## src/rtl/calc_alu_pkg.sv

```systemverilog
// Shared opcodes, status codes and state encoding for the sequential calculator ALU.
package calc_alu_pkg;

    localparam int unsigned OP_W   = 4;
    localparam int unsigned CODE_W = 3;

    // One-hot active-low opcodes, as driven by the key decoder
    localparam logic [OP_W-1:0] OP_ADD  = 4'b1110;
    localparam logic [OP_W-1:0] OP_SUB  = 4'b1101;
    localparam logic [OP_W-1:0] OP_MUL  = 4'b1011;
    localparam logic [OP_W-1:0] OP_DIV  = 4'b0111;
    localparam logic [OP_W-1:0] OP_PASS = 4'b1111;

    // Status codes consumed by the display driver
    localparam logic [CODE_W-1:0] CODE_P   = 3'd0;
    localparam logic [CODE_W-1:0] CODE_M   = 3'd1;
    localparam logic [CODE_W-1:0] CODE_D0  = 3'd2;
    localparam logic [CODE_W-1:0] CODE_OVF = 3'd3;
    localparam logic [CODE_W-1:0] CODE_D   = 3'd4;
    localparam logic [CODE_W-1:0] CODE_ERR = 3'd5;

    typedef enum logic [1:0] {
        IDLE = 2'd0,
        MUL  = 2'd1,
        DIV  = 2'd2,
        DONE = 2'd3
    } alu_state_t;

endpackage

```

## src/rtl/calc_alu_seq_if.sv

```systemverilog
// Operand/opcode/handshake bundle between the key decoder, the ALU and the display.
interface calc_alu_seq_if #(
    parameter int unsigned WIDTH   = 11,
    parameter int unsigned ARIF    = 4,
    parameter int unsigned CONTROL = 3
);

    logic [WIDTH-1:0]   in_numb;
    logic               load_a;
    logic               load_b;
    logic [ARIF-1:0]    arif;
    logic               start;
    logic               busy;
    logic               done;
    logic [WIDTH-1:0]   result;
    logic [CONTROL-1:0] control;

    modport master (
        output in_numb, load_a, load_b, arif, start,
        input  busy, done, result, control
    );

    modport slave (
        input  in_numb, load_a, load_b, arif, start,
        output busy, done, result, control
    );

endinterface

```

## src/rtl/calc_div_restoring.sv

```systemverilog
// Iterative restoring divider, one quotient bit per cycle.
// The first bit is produced on the start edge itself, so done pulses
// DIV_W-1 cycles after start with the full quotient in place.
module calc_div_restoring #(
    parameter int unsigned DIV_W = 18,
    parameter int unsigned WIDTH = 11
) (
    input  logic             clk,
    input  logic             rst,
    input  logic             start,
    input  logic [DIV_W-1:0] dividend,
    input  logic [WIDTH-1:0] divisor,
    output logic             done,
    output logic [DIV_W-1:0] quotient
);

    localparam int unsigned CNT_W = $clog2(DIV_W);
    localparam logic [CNT_W-1:0] LAST = CNT_W'(DIV_W - 1);

    logic [WIDTH-1:0] rem_q,  rem_d;
    logic [DIV_W-1:0] quo_q,  quo_d;
    logic [WIDTH-1:0] dvsr_q, dvsr_d;
    logic [CNT_W-1:0] cnt_q,  cnt_d;
    logic             run_q,  run_d;
    logic             done_q, done_d;

    logic [WIDTH-1:0] src_rem_c;
    logic [DIV_W-1:0] src_quo_c;
    logic [WIDTH-1:0] src_dvsr_c;
    logic [WIDTH:0]   trial_c;
    logic [WIDTH-1:0] step_rem_c;
    logic             qbit_c;

    // One restoring step, fed from the inputs on start or from the registers otherwise
    always_comb begin
        src_rem_c  = start ? '0 : rem_q;
        src_quo_c  = start ? dividend : quo_q;
        src_dvsr_c = start ? divisor : dvsr_q;
        trial_c    = {src_rem_c, src_quo_c[DIV_W-1]};
        qbit_c     = 1'b0;
        step_rem_c = trial_c[WIDTH-1:0];
        if (trial_c >= {1'b0, src_dvsr_c}) begin
            qbit_c     = 1'b1;
            step_rem_c = WIDTH'(trial_c - {1'b0, src_dvsr_c});
        end
    end

    // Iteration control and register update
    always_comb begin
        rem_d  = rem_q;
        quo_d  = quo_q;
        dvsr_d = dvsr_q;
        cnt_d  = cnt_q;
        run_d  = run_q;
        done_d = 1'b0;
        if (start) begin
            rem_d  = step_rem_c;
            quo_d  = {src_quo_c[DIV_W-2:0], qbit_c};
            dvsr_d = divisor;
            cnt_d  = CNT_W'(1);
            run_d  = 1'b1;
        end else if (run_q) begin
            rem_d = step_rem_c;
            quo_d = {src_quo_c[DIV_W-2:0], qbit_c};
            if (cnt_q == LAST) begin
                run_d  = 1'b0;
                done_d = 1'b1;
                cnt_d  = '0;
            end else begin
                cnt_d = cnt_q + CNT_W'(1);
            end
        end
    end

    // State registers
    always_ff @(posedge clk) begin
        if (rst) begin
            rem_q  <= '0;
            quo_q  <= '0;
            dvsr_q <= '0;
            cnt_q  <= '0;
            run_q  <= 1'b0;
            done_q <= 1'b0;
        end else begin
            rem_q  <= rem_d;
            quo_q  <= quo_d;
            dvsr_q <= dvsr_d;
            cnt_q  <= cnt_d;
            run_q  <= run_d;
            done_q <= done_d;
        end
    end

    assign done     = done_q;
    assign quotient = quo_q;

endmodule

```

## src/rtl/calc_alu_seq.sv

```systemverilog
// Multi-cycle calculator ALU: add/sub in one cycle, shift-add multiply,
// scaled restoring divide, with overflow and invalid-opcode status.
module calc_alu_seq
    import calc_alu_pkg::*;
#(
    parameter int unsigned WIDTH   = 11,
    parameter int unsigned SCALE   = 100,
    parameter int unsigned ARIF    = 4,
    parameter int unsigned CONTROL = 3
) (
    input  logic          clk_ALU,
    input  logic          rst_ALU,
    calc_alu_seq_if.slave bus
);

    localparam int unsigned DIV_W  = WIDTH + $clog2(SCALE);
    localparam int unsigned ACC_W  = 2 * WIDTH;
    localparam int unsigned MCNT_W = $clog2(WIDTH + 1);
    localparam int unsigned SC_W   = $clog2(SCALE) + 1;
    localparam logic [31:0] SCALE_BITS = 32'(SCALE);

    localparam logic [ARIF-1:0] A_ADD  = ARIF'(OP_ADD);
    localparam logic [ARIF-1:0] A_SUB  = ARIF'(OP_SUB);
    localparam logic [ARIF-1:0] A_MUL  = ARIF'(OP_MUL);
    localparam logic [ARIF-1:0] A_DIV  = ARIF'(OP_DIV);
    localparam logic [ARIF-1:0] A_PASS = ARIF'(OP_PASS);

    localparam logic [CONTROL-1:0] C_P   = CONTROL'(CODE_P);
    localparam logic [CONTROL-1:0] C_M   = CONTROL'(CODE_M);
    localparam logic [CONTROL-1:0] C_D0  = CONTROL'(CODE_D0);
    localparam logic [CONTROL-1:0] C_OVF = CONTROL'(CODE_OVF);
    localparam logic [CONTROL-1:0] C_D   = CONTROL'(CODE_D);
    localparam logic [CONTROL-1:0] C_ERR = CONTROL'(CODE_ERR);

    localparam logic [MCNT_W-1:0] MUL_LAST = MCNT_W'(WIDTH - 1);

    alu_state_t         state_q,   state_d;
    logic [WIDTH-1:0]   a_q,       a_d;
    logic [WIDTH-1:0]   b_q,       b_d;
    logic [WIDTH-1:0]   result_q,  result_d;
    logic [CONTROL-1:0] control_q, control_d;
    logic               busy_q,    busy_d;
    logic               done_q,    done_d;
    logic [ACC_W-1:0]   acc_q,     acc_d;
    logic [ACC_W-1:0]   mcand_q,   mcand_d;
    logic [WIDTH-1:0]   mplier_q,  mplier_d;
    logic [MCNT_W-1:0]  mcnt_q,    mcnt_d;

    logic [WIDTH:0]     sum_c;
    logic [ACC_W-1:0]   mul_acc_c;
    logic [DIV_W-1:0]   dividend_c;
    logic               div_start_c;
    logic               div_done;
    logic [DIV_W-1:0]   div_quotient;

    // A*SCALE as a constant shift-add over the set bits of SCALE
    always_comb begin
        dividend_c = '0;
        for (int i = 0; i < SC_W; i++) begin
            if (SCALE_BITS[i]) begin
                dividend_c = dividend_c + (DIV_W'(a_q) << i);
            end
        end
    end

    // Adder and one multiply step
    always_comb begin
        sum_c     = {1'b0, a_q} + {1'b0, b_q};
        mul_acc_c = mplier_q[0] ? (acc_q + mcand_q) : acc_q;
    end

    calc_div_restoring #(
        .DIV_W (DIV_W),
        .WIDTH (WIDTH)
    ) u_div (
        .clk      (clk_ALU),
        .rst      (rst_ALU),
        .start    (div_start_c),
        .dividend (dividend_c),
        .divisor  (b_q),
        .done     (div_done),
        .quotient (div_quotient)
    );

    // Next-state, operand loads and result/status computation
    always_comb begin
        state_d     = state_q;
        a_d         = a_q;
        b_d         = b_q;
        result_d    = result_q;
        control_d   = control_q;
        acc_d       = acc_q;
        mcand_d     = mcand_q;
        mplier_d    = mplier_q;
        mcnt_d      = mcnt_q;
        div_start_c = 1'b0;

        if (!busy_q) begin
            if (bus.load_a) a_d = bus.in_numb;
            if (bus.load_b) b_d = bus.in_numb;
        end

        unique case (state_q)
            IDLE: begin
                if (bus.arif == A_PASS) begin
                    result_d  = bus.in_numb;
                    control_d = C_P;
                end
                if (bus.start) begin
                    state_d = DONE;
                    if (bus.arif == A_ADD) begin
                        if (sum_c[WIDTH]) begin
                            result_d  = '1;
                            control_d = C_OVF;
                        end else begin
                            result_d  = sum_c[WIDTH-1:0];
                            control_d = C_P;
                        end
                    end else if (bus.arif == A_SUB) begin
                        if (a_q < b_q) begin
                            result_d  = b_q - a_q;
                            control_d = C_M;
                        end else begin
                            result_d  = a_q - b_q;
                            control_d = C_P;
                        end
                    end else if (bus.arif == A_MUL) begin
                        state_d  = MUL;
                        acc_d    = '0;
                        mcand_d  = ACC_W'(a_q);
                        mplier_d = b_q;
                        mcnt_d   = '0;
                    end else if (bus.arif == A_DIV) begin
                        if (b_q == '0) begin
                            control_d = C_D0;
                        end else begin
                            state_d     = DIV;
                            div_start_c = 1'b1;
                        end
                    end else if (bus.arif == A_PASS) begin
                        result_d  = bus.in_numb;
                        control_d = C_P;
                    end else begin
                        result_d  = '0;
                        control_d = C_ERR;
                    end
                end
            end
            MUL: begin
                acc_d    = mul_acc_c;
                mcand_d  = mcand_q << 1;
                mplier_d = mplier_q >> 1;
                mcnt_d   = mcnt_q + MCNT_W'(1);
                if (mcnt_q == MUL_LAST) begin
                    state_d = DONE;
                    if (mul_acc_c[ACC_W-1:WIDTH] != '0) begin
                        result_d  = '1;
                        control_d = C_OVF;
                    end else begin
                        result_d  = mul_acc_c[WIDTH-1:0];
                        control_d = C_P;
                    end
                end
            end
            DIV: begin
                if (div_done) begin
                    state_d = DONE;
                    if (div_quotient[DIV_W-1:WIDTH] != '0) begin
                        result_d  = '1;
                        control_d = C_OVF;
                    end else begin
                        result_d  = div_quotient[WIDTH-1:0];
                        control_d = C_D;
                    end
                end
            end
            DONE: begin
                state_d = IDLE;
            end
            default: begin
                state_d = IDLE;
            end
        endcase

        busy_d = (state_d == MUL) || (state_d == DIV);
        done_d = (state_d == DONE);
    end

    // State and output registers
    always_ff @(posedge clk_ALU) begin
        if (rst_ALU) begin
            state_q   <= IDLE;
            a_q       <= '0;
            b_q       <= '0;
            result_q  <= '0;
            control_q <= '0;
            busy_q    <= 1'b0;
            done_q    <= 1'b0;
            acc_q     <= '0;
            mcand_q   <= '0;
            mplier_q  <= '0;
            mcnt_q    <= '0;
        end else begin
            state_q   <= state_d;
            a_q       <= a_d;
            b_q       <= b_d;
            result_q  <= result_d;
            control_q <= control_d;
            busy_q    <= busy_d;
            done_q    <= done_d;
            acc_q     <= acc_d;
            mcand_q   <= mcand_d;
            mplier_q  <= mplier_d;
            mcnt_q    <= mcnt_d;
        end
    end

    assign bus.busy    = busy_q;
    assign bus.done    = done_q;
    assign bus.result  = result_q;
    assign bus.control = control_q;

endmodule

```

## src/flat_wrapper.sv

```systemverilog
// flat-port wrapper written by rule: the top's interface ports become plain ports
module calc_alu_seq_flat import calc_alu_pkg::*;
#(
    parameter int unsigned WIDTH   = 11,
    parameter int unsigned SCALE   = 100,
    parameter int unsigned ARIF    = 4,
    parameter int unsigned CONTROL = 3
)
  (clk_ALU, rst_ALU, bus_in_numb, bus_load_a, bus_load_b, bus_arif, bus_start, bus_busy, bus_done, bus_result, bus_control);
  calc_alu_seq_if #(.WIDTH(WIDTH), .ARIF(ARIF), .CONTROL(CONTROL)) bus_i ();
  input  logic clk_ALU;
  input  logic rst_ALU;
  input wire logic [$bits(bus_i.in_numb)-1:0] bus_in_numb;
  input wire logic [$bits(bus_i.load_a)-1:0] bus_load_a;
  input wire logic [$bits(bus_i.load_b)-1:0] bus_load_b;
  input wire logic [$bits(bus_i.arif)-1:0] bus_arif;
  input wire logic [$bits(bus_i.start)-1:0] bus_start;
  output wire logic [$bits(bus_i.busy)-1:0] bus_busy;
  output wire logic [$bits(bus_i.done)-1:0] bus_done;
  output wire logic [$bits(bus_i.result)-1:0] bus_result;
  output wire logic [$bits(bus_i.control)-1:0] bus_control;
  assign bus_i.in_numb = bus_in_numb;
  assign bus_i.load_a = bus_load_a;
  assign bus_i.load_b = bus_load_b;
  assign bus_i.arif = bus_arif;
  assign bus_i.start = bus_start;
  assign bus_busy = bus_i.busy;
  assign bus_done = bus_i.done;
  assign bus_result = bus_i.result;
  assign bus_control = bus_i.control;
  calc_alu_seq #(.WIDTH(WIDTH), .SCALE(SCALE), .ARIF(ARIF), .CONTROL(CONTROL)) u_core (.clk_ALU(clk_ALU), .rst_ALU(rst_ALU), .bus(bus_i));
endmodule
```

## config.mk

```make
export PLATFORM = sky130hd
export DESIGN_NAME = calc_alu_seq_flat
export DESIGN_NICKNAME = d
export VERILOG_FILES = /design/src/rtl/calc_alu_pkg.sv /design/src/rtl/calc_alu_seq_if.sv /design/src/rtl/calc_div_restoring.sv /design/src/rtl/calc_alu_seq.sv /design/src/flat_wrapper.sv
export SDC_FILE = /design/constraint.sdc
export NUM_CORES = 1
export LEC_CHECK = 0
export CORE_ASPECT_RATIO = 1.75
export CORE_MARGIN = 2
export CORE_UTILIZATION = 30
export DETAILED_ROUTE_END_ITERATION = 12
export DONT_BUFFER_PORTS = 1
export PLACE_DENSITY_LB_ADDON = 0.12
export SYNTH_ARGS = -nofsm -noshare
export SYNTH_HDL_FRONTEND = slang
export SYNTH_SLANG_ARGS = --single-unit
```

## constraint.sdc

```tcl
create_clock -name clk_ALU -period 6.9 [get_ports clk_ALU]
set_input_delay 1.38 -clock clk_ALU [delete_from_list [all_inputs] [get_ports clk_ALU]]
set_output_delay 1.38 -clock clk_ALU [all_outputs]
set_load 0.005 [all_outputs]
```

==> flow_metrics.tcl <==
set metrics [dict create \
    grt_usage 0.221 \
    pin_count 36 \
    worstReg2RegStart "u_core.a_q[3]" \
    grt_pass1_vias 10795 \
    cpMostUsedCell "a21oi_1" \
    cp-end-kind "register" \
    status "completed" \
    fin_crit_ps 6230 \
    h-tree-depth 4 \
    rsz0062_at_grt "no" \
    timing.final.ws_setup_ps 669 \
    hold_buffers 0 \
    layout-drive-gt1-share 0.0579 \
    start_util 0.305 \
    setup_viol 0 \
    hp-class "register to register" \
    hold_viol_final 0 \
    synthesis.nets 1561 \
    start_kind "register" \
    path_max_fanout 8 \
    yosysTopAreaCellShare 0.266 \
    synth_most_common_cell "nor2_1" \
    dr.pass1.iters 5 \
    die-width_um 149 \
    vias 10384 \
    dp_hpwl_um 31900 \
    worstMarginPinSlew_ps 1020 \
    place_congestion 0.887 \
    first_iter_violations 488 \
    pre_cts_ws_ps 625 \
    fin_nets 1523 \
    min_from "u_core.acc_q[3]" \
    antenna_left 0 \
    cpLargestDelayFamily "compound AO/OA/AOI/OAI gates" \
    wl_um 41300 \
    dieArea_um2 38300 \
    avgSynthCellArea_um2 7.64 \
    grt_pass1_wl_um 64100 \
    yosys.area.top_type "dfxtp_1" \
    cts-root-buf "clkbuf_16" \
    fmax_ghz 0.161 \
    tritoncts "yes" \
    row_count 92 \
    fin_setup_tns_ps 0 \
    viasPerCell 5.51 \
    clk_latency_ps 460 \
    drv_slew 0 \
    portBuffers 0 \
    yosysUniqueCellTypes 73 \
    cap_violations 0 \
    final_cell_area_um2 12100 \
    dpl-instance-area_um2 11500 \
    grt_overflow_total 0 \
    crit_type "register to register" \
    numCtsBuffers 17 \
    antenna_found_initial 0 \
    min_period_over_period 0.903 \
    arrival_ps 6580 \
    cp.buffers_inverters 3 \
    synthCells 1441 \
    seq_area_frac_synth 0.266 \
    synth-seq-cells 146 \
    powerDensity_nw_per_um2 275 \
    synthTopCellsByCount "nor2_1, nand2_1, dfxtp_1" \
    skew_ps 17.1 \
    dieHeight_um 257 \
    synthFlopType "dfxtp_1" \
    grt_max_degree 149 \
    worst-endpoint-required_ps 7250 \
    ys_warn_count 0 \
    synth_area_leaders "dfxtp_1, ha_1, a21oi_1, nor2_1, nand2_1" \
    cts_buffer_depth 2 \
    worst_path_largest_cell_delay_ps 460 \
    wl_per_cell_um 21.9 \
    ir_drop_v 0.000159 \
    p_total_uw 3320 \
    crit_start "u_core.a_q[3]" \
    clock_sinks 146 \
    core_region_area_um2 36100 \
    area_delta_synth_final_pct 9.78 \
    slew_headroom 0.317 \
    slowest_stage "dfxtp_1" \
    synth-edff-count 0 \
    leakagePower_uw 0.00462 \
    diodes 0 \
    cts.clk_slew.worst_paths_ps 70 \
    drcViolationCount 0 \
    synth_area_um2 11000 \
    synthArstFlopShare 0 \
]
==> timing repair <==
item / in CTS / in global routing
gates resized for setup: 0 / 1
endpoints found under the setup margin: 0 / 1
buffers inserted: 0 / 0
==> routing by layer <==
metal  track usage  vias to the layer above  wire length (µm)
li1              -                     5116                 -
met1         0.214                     4977             14700
met2         0.429                      207             22800
met3        0.0415                       84              1580
met4         0.119                        0              2240
met5             0                        -                 0
==> report_power, final <==
part | internal (µW) | switching (µW)
clock | 570 | 413
combinational | 456 | 791
sequential | 935 | 155
==> logic make-up after synthesis <==
logic type                 share of synthesized area
AOI/OAI and AO/OA                              0.261
DFF                                            0.266
and+or+nand+nor                                0.205
adders and majority gates                      0.118
buffers and inverters                         0.0512
muxes                                         0.0602
xor gates and xnor gates                      0.0390
==> cell type report <==
class                      instances  area, µm²
clock buffer                      20        437
timing repair buffer              22        165
inverter                          70        263
clock inverter                    12        156
sequential                       146       2920
fill                            3944      24100
multi-input combinational       1146       7550
tap                              470        588
==> flip-flops by register name (all words and copies together) (netlist names), 2 cells and up <==
register,count
u_core.acc_q,22
u_core.mcand_q,22
u_core.u_div.quotient,18
u_core.a_q,11
u_core.b_q,11
u_core.bus.result,11
u_core.mplier_q,11
u_core.u_div.dvsr_q,11
u_core.u_div.rem_q,11
u_core.u_div.cnt_q,5
u_core.mcnt_q,4
u_core.bus.control,3
u_core.state_q,2
==> worst min-delay path: cells and delay by family, from the launching register on <==
| kind | cells | cell delay (ps) |
|---|---|---|
| AND/OR/NAND/NOR | 1 | 60 |
| AO/OA/AOI/OAI | 1 | 50 |
| flip-flops | 1 | 320 |
==> path summary, 6_finish.rpt <==
| path | end | slack [ps] | cells after the start |
|---|---|---|---|
| max | u_core.u_div.rem_q[7] | 670 | 30 |
| max reg2reg | u_core.u_div.rem_q[7] | 670 | 30 |
| min | u_core.acc_q[3] | 470 | 2 |
| min reg2reg | u_core.acc_q[3] | 470 | 2 |
==> cell usage in the layout, fill, tap and decap left out, drive strengths merged, types with 5 or more instances in the layout <==
cell / Yosys / final
a21boi: 5 / 5
ha: 93 / 93
dfxtp: 146 / 146
nand2: 151 / 151
o211ai: 9 / 9
xor2: 18 / 18
fa: 7 / 7
clkbuf: 74 / 20
a221o: 5 / 5
a22oi: 23 / 23
xnor2: 31 / 31
a31oi: 14 / 14
and2: 16 / 16
and3: 9 / 9
mux2i: 55 / 55
o21a: 8 / 8
nand2b: 24 / 24
mux2: 10 / 10
nor4: 9 / 9
o21ai: 73 / 73
a211oi: 48 / 48
nor3: 29 / 29
nor2: 165 / 165
a21oi: 138 / 138
a21o: 20 / 20
clkinv: 1 / 7
nand4: 11 / 11
o22ai: 9 / 9
nand3: 44 / 44
a311oi: 10 / 10
o21bai: 12 / 12
buf: 5 / 22
o31ai: 10 / 10
a221oi: 10 / 10
inv: 69 / 71
nor2b: 17 / 17
==> per-stage QoR <==
stage | utilization | std cells | hold slack (ps)
after floorplan | - | 1441 | 448
after global placement | 0.318 | 1854 | 457
after detailed placement | 0.318 | 1854 | 466
after CTS | 0.334 | 1886 | 475
after global routing | 0.334 | 1886 | 512
final | 0.334 | 1886 | 474
No activity file was read; power rests on OpenSTA's default activity.
